### src/rtl/id_ex_pipeline.sv
// ID/EX pipeline register with load-use hazard detection, branch flush, memory-stall hold
// and deferred flush. Optional performance counters are built when ID_EX_PERF_EN is defined.
module id_ex_pipeline #(
  parameter int DATA_W = 32
) (
  input  logic              clk,
  input  logic              reset,
  input  logic              IF_ID_valid,
  input  logic [4:0]        IF_ID_RS1,
  input  logic [4:0]        IF_ID_RS2,
  input  logic [4:0]        IF_ID_rd,
  input  logic [DATA_W-1:0] IF_ID_pc,
  input  logic [DATA_W-1:0] IF_ID_imm,
  input  logic [DATA_W-1:0] IF_ID_rd1,
  input  logic [DATA_W-1:0] IF_ID_rd2,
  input  logic [8:0]        IF_ID_ctrl,
  input  logic              Branch_Taken,
  input  logic              Mem_Stall,
  output logic              ID_EX_valid,
  output logic [4:0]        ID_EX_RS1,
  output logic [4:0]        ID_EX_RS2,
  output logic [4:0]        ID_EX_rd,
  output logic [DATA_W-1:0] ID_EX_pc,
  output logic [DATA_W-1:0] ID_EX_imm,
  output logic [DATA_W-1:0] ID_EX_rd1,
  output logic [DATA_W-1:0] ID_EX_rd2,
  output logic [8:0]        ID_EX_ctrl,
  output logic              PC_Write,
  output logic              IF_ID_Write,
  output logic [31:0]       Stall_Count,
  output logic [31:0]       Flush_Count
);

  typedef enum logic {RUN = 1'b0, PEND = 1'b1} state_t;

  state_t              r_state, w_state_nxt;
  logic                r_valid;
  logic [4:0]          r_rs1, r_rs2, r_rd;
  logic [DATA_W-1:0]   r_pc, r_imm, r_rd1, r_rd2;
  logic [8:0]          r_ctrl;

  logic w_hz, w_flush, w_take_flush, w_take_hz, w_load, w_enable;

  // ctrl bit 7 is MemRead
  always_comb begin
    w_hz = r_valid && r_ctrl[7] && (r_rd != 5'd0) && IF_ID_valid &&
           ((r_rd == IF_ID_RS1) || (r_rd == IF_ID_RS2));
    w_flush      = Branch_Taken || (r_state == PEND);
    w_take_flush = !Mem_Stall && w_flush;
    w_take_hz    = !Mem_Stall && !w_flush && w_hz;
    w_load       = !Mem_Stall && !w_flush && !w_hz;
    w_enable     = !reset && !(Mem_Stall || (w_hz && !w_flush));
    w_state_nxt  = r_state;
    if (Mem_Stall) begin
      if (Branch_Taken) w_state_nxt = PEND;
    end else if (w_flush) begin
      w_state_nxt = RUN;
    end
  end

  always_ff @(posedge clk or posedge reset) begin
    if (reset) r_state <= RUN;
    else       r_state <= w_state_nxt;
  end

  // An invalid decode slot is loaded exactly like a bubble
  always_ff @(posedge clk or posedge reset) begin
    if (reset) begin
      r_valid <= 1'b0;
      r_rs1   <= '0;
      r_rs2   <= '0;
      r_rd    <= '0;
      r_pc    <= '0;
      r_imm   <= '0;
      r_rd1   <= '0;
      r_rd2   <= '0;
      r_ctrl  <= '0;
    end else if (w_take_flush || w_take_hz || (w_load && !IF_ID_valid)) begin
      r_valid <= 1'b0;
      r_rs1   <= '0;
      r_rs2   <= '0;
      r_rd    <= '0;
      r_pc    <= '0;
      r_imm   <= '0;
      r_rd1   <= '0;
      r_rd2   <= '0;
      r_ctrl  <= '0;
    end else if (w_load) begin
      r_valid <= 1'b1;
      r_rs1   <= IF_ID_RS1;
      r_rs2   <= IF_ID_RS2;
      r_rd    <= IF_ID_rd;
      r_pc    <= IF_ID_pc;
      r_imm   <= IF_ID_imm;
      r_rd1   <= IF_ID_rd1;
      r_rd2   <= IF_ID_rd2;
      r_ctrl  <= IF_ID_ctrl;
    end
  end

`ifdef ID_EX_PERF_EN
  logic [31:0] r_stall_cnt, r_flush_cnt;

  always_ff @(posedge clk or posedge reset) begin
    if (reset) begin
      r_stall_cnt <= '0;
      r_flush_cnt <= '0;
    end else begin
      if (w_take_hz && (r_stall_cnt != '1))    r_stall_cnt <= r_stall_cnt + 32'd1;
      if (w_take_flush && (r_flush_cnt != '1)) r_flush_cnt <= r_flush_cnt + 32'd1;
    end
  end

  assign Stall_Count = r_stall_cnt;
  assign Flush_Count = r_flush_cnt;
`else
  assign Stall_Count = '0;
  assign Flush_Count = '0;
`endif

  assign ID_EX_valid = r_valid;
  assign ID_EX_RS1   = r_rs1;
  assign ID_EX_RS2   = r_rs2;
  assign ID_EX_rd    = r_rd;
  assign ID_EX_pc    = r_pc;
  assign ID_EX_imm   = r_imm;
  assign ID_EX_rd1   = r_rd1;
  assign ID_EX_rd2   = r_rd2;
  assign ID_EX_ctrl  = r_ctrl;
  assign PC_Write    = w_enable;
  assign IF_ID_Write = w_enable;

endmodule

### config.mk
export PLATFORM = sky130hd
export DESIGN_NAME = id_ex_pipeline
export DESIGN_NICKNAME = d
export VERILOG_FILES = /design/src/rtl/id_ex_pipeline.sv
export SDC_FILE = /design/constraint.sdc
export NUM_CORES = 1
export LEC_CHECK = 0
export ABC_AREA = 1
export CAP_MARGIN = 10
export CORE_AREA = 2 2 147 149
export CTS_BUF_LIST = sky130_fd_sc_hd__clkbuf_16
export CTS_CLUSTER_SIZE = 8
export DETAILED_ROUTE_END_ITERATION = 16
export DIE_AREA = 0 0 149 151
export DONT_BUFFER_PORTS = 1
export PLACE_DENSITY_LB_ADDON = 0.2
export RECOVER_POWER = 100
export SLEW_MARGIN = 20
export SYNTH_ARGS = -nofsm -noshare
export SYNTH_HDL_FRONTEND = slang
export SYNTH_SLANG_ARGS = --single-unit
### constraint.sdc
create_clock -name clk -period 4.97 [get_ports clk]
set_clock_uncertainty 0.15 [all_clocks]
set_input_delay 0.2485 -clock clk [delete_from_list [all_inputs] [get_ports clk]]
set_output_delay 0.2485 -clock clk [all_outputs]
set_load 0.01 [all_outputs]
==> impl_metrics.yaml <==
run:
  cap_violations: 3
cells_and_area:
  fin_cells: 1203
  regArea_um2: 3850
  multi_input_area_um2: 2350
  diodes: 0
  final_nets: 1072
  drive_gt1_share_pct: 4.53
  num-fill-cells: 2045
  stdcell_area_um2: 8770
  synthToLayoutAreaGrowth_pct: 29.0
setup_path:
  cp_cell_sequence: "dlygate4sd3_1 > nor2_1 > and3_4 > clkbuf_1 > nand3_1 > nand2_1"
  cp.arrival_ps: 3650
  crit_required_ps: 5170
  r2r_cells: 5
  critical_path.startpoint: "Branch_Taken"
  critPathMaxStageDelay_ps: 1490
  reg2reg_to: "ID_EX_rd2[18]"
  crit_slowest_cell: "clkbuf_1"
  crit_family: "buffers and inverters"
  critPathBufInv: 2
  setup.worst_path.class: "in -> reg"
  reg2reg_from: "r_state"
  cp-start-kind: "primary input"
  setup.worst_path.end_class: "flip-flop"
  critical_path.max_fanout: 69
  r2r_setup_slack_ps: 1540
route:
  post-route-drc-count: 0
  via_per_inst: 4.53
  drtIter0Drc: 254
  ant_nets: 0
  routed_wl_mm: 19.2
  wl_per_cell_um: 16.0
  vias: 5446
  firstDrtPassIters: 5
timing:
  final-max-slew-violation-count: 158
  tns_ps: 0
  rsz0062_at_grt: "no"
  period_needed_ps: 3450
  period_share_pct: 69.4
  hold_violations: 0
  slew_headroom_pct: -118
  setup_violations: 0
  max_freq_mhz: 290
  hold_ws_ps: 166
  tightest_slew_ps: 3250
synth:
  syn_area_um2: 6800
  yosysWarningCount: 0
  synth_edf_count: 0
  ys.flop_type: "dfrtp_1"
  synthTopCellsByArea: "dfrtp_1, nand2_1, nand3_1"
  ys_types: 17
  syn-instance-count: 788
  ys_ff_latch: 154
  synth.avg_cell_area_um2: 8.62
  ys_async_sr_fraction_pct: 100
  synth_most_common_cell: "nand2_1"
  synth_top_area_share_pct: 56.7
  ys_seq_area_share_pct: 56.7
  synthTopCellsByCount: "nand2_1, nand3_1, dfrtp_1"
  yosys.area.top_type: "dfrtp_1"
power:
  ir_drop_mv: 0.161
  p_switching_mw: 0.795
  combPwrFrac_pct: 9.0
  p_sw_share_pct: 27.6
  p_leak_nw: 4.70
  power_frac_clock_pct: 42.8
  p_int_mw: 2.09
  p_total_mw: 2.89
  power.density_nw_per_um2: 329
  p_seq_share_pct: 48.2
die:
  ios: 376
  coreArea_um2: 20800
  die_y_um: 151
  dieArea_um2: 22500
  dieWidth_um: 149
  start_util_pct: 32.6
  num_rows: 53
cts:
  cts_tree: "built"
  cts_buffers: 17
  clkSinkCount: 154
  cts_buffer_depth: 2
  root_buffer: "clkbuf_16"
  clock_latency_ps: 410
  ctsHtreeMaxLevel: 4
  path_clk_slew_ps: 70
global_routing:
  grt-ovfl-total: 0
  grt_pass1_wl_mm: 29.6
  grt_max_degree: 155
  grt_pass1_vias: 5500
  antenna_found_initial: 0
  grt_usage_pct: 16.7
worst_hold_path:
  hold_start: "Mem_Stall"
  hold_end: "ID_EX_rd[0]"
  whs_path_depth: 3
  hold_path.class: "in -> reg"
placed_design:
  dpl.hpwl_mm: 11.9
  portBuffers: 0
  dp.cells: 1016
  post_dp_cell_area_um2: 6660
  place.gp.congestion: 0.790
outcome:
  violations: "capacitance limit, slew limit"
  outcome: "complete, but fails checks"
==> worst reg2reg max path, stage by stage (launching register included) <==
cell and delay [ps]:
dfrtp_1 360, nor2_1 200, and3_4 750, clkbuf_1 1510, nand3_1 260, nand2_1 140
==> area by class of cell <==
cell class	count	area share [%]
Sequential cell	154	44.0
Multi-Input combinational cell	566	26.8
Timing Repair Buffer	160	18.2
Clock buffer	17	4.85
Tap cell	275	3.93
Clock inverter	15	1.56
Inverter	16	0.699
==> per-stage QoR <==
step | util, % | worst slack (ps)
after floorplan | - | 422
after global routing | 42.1 | 1250
after global placement | 32.0 | 2580
after CTS | 42.2 | 2390
after detailed placement | 32.0 | 2570
final | 42.1 | 1520
==> cell families after synthesis <==
family / after synthesis / synth area share (%)
xor+xnor: 2 / 0.258
simple gates: 500 / 30.7
flops: 154 / 56.7
buf+inv: 131 / 12.2
other cells: 1 / 0.0552
==> worst max path at each step <==
stage	endpoint	slack [ps]	cells after the start
after CTS	ID_EX_RS1[1]	2390	10
after global routing	ID_EX_rd1[9]	1250	5
final	ID_EX_rd2[18]	1520	6
after floorplan	ID_EX_RS1[0]	420	1
after detailed placement	ID_EX_pc[3]	2570	9
after global placement	ID_EX_pc[2]	2580	10
==> routing by layer <==
| layer | share of wire, % | track usage [%] | routed length, um |
|---|---|---|---|
| met1 | 41 | 20.6 | 7860 |
| met2 | 49 | 27.6 | 9340 |
| met3 | 7.8 | 5.00 | 1510 |
| met4 | 2.6 | 6.48 | 493 |
| met5 | 0 | 0 | 0 |
==> cells in the final DEF (no fill, tap or decap), drive strengths merged <==
master       count
dfrtp          154
clkinv           6
nand3          155
buf              3
nand2          330
clkbuf          20
inv             22
conb            64
nor2            12
xnor2            2
clkinvlp         3
nand4            2
dlygate4sd3    154
and3             1
==> sequential cells by signal, indices dropped and copies added (netlist names), 5 cells and up <==
register / cells
ID_EX_rd2: 32
ID_EX_rd1: 32
ID_EX_rd: 5
ID_EX_RS2: 5
ID_EX_RS1: 5
ID_EX_pc: 32
ID_EX_ctrl: 9
ID_EX_imm: 32
==> power groups by stage <==
stage          sequential, mW  combinational, mW  clock, mW
6_report                 1.39              0.258       1.24
5_1_grt                  1.40              0.291       1.34
4_1_cts                  1.39              0.259       1.28
3_5_place_dp             1.41              0.136          0
3_3_place_gp             1.42              0.132          0
2_1_floorplan            1.40              0.167          0
==> repair_timing <==
action	4_1_cts	5_1_grt
resized for setup	0	0
hold endpoints to repair	221	0
buffers inserted	0	0
hold buffers	155	0
Power figures use the tool's default switching activity.
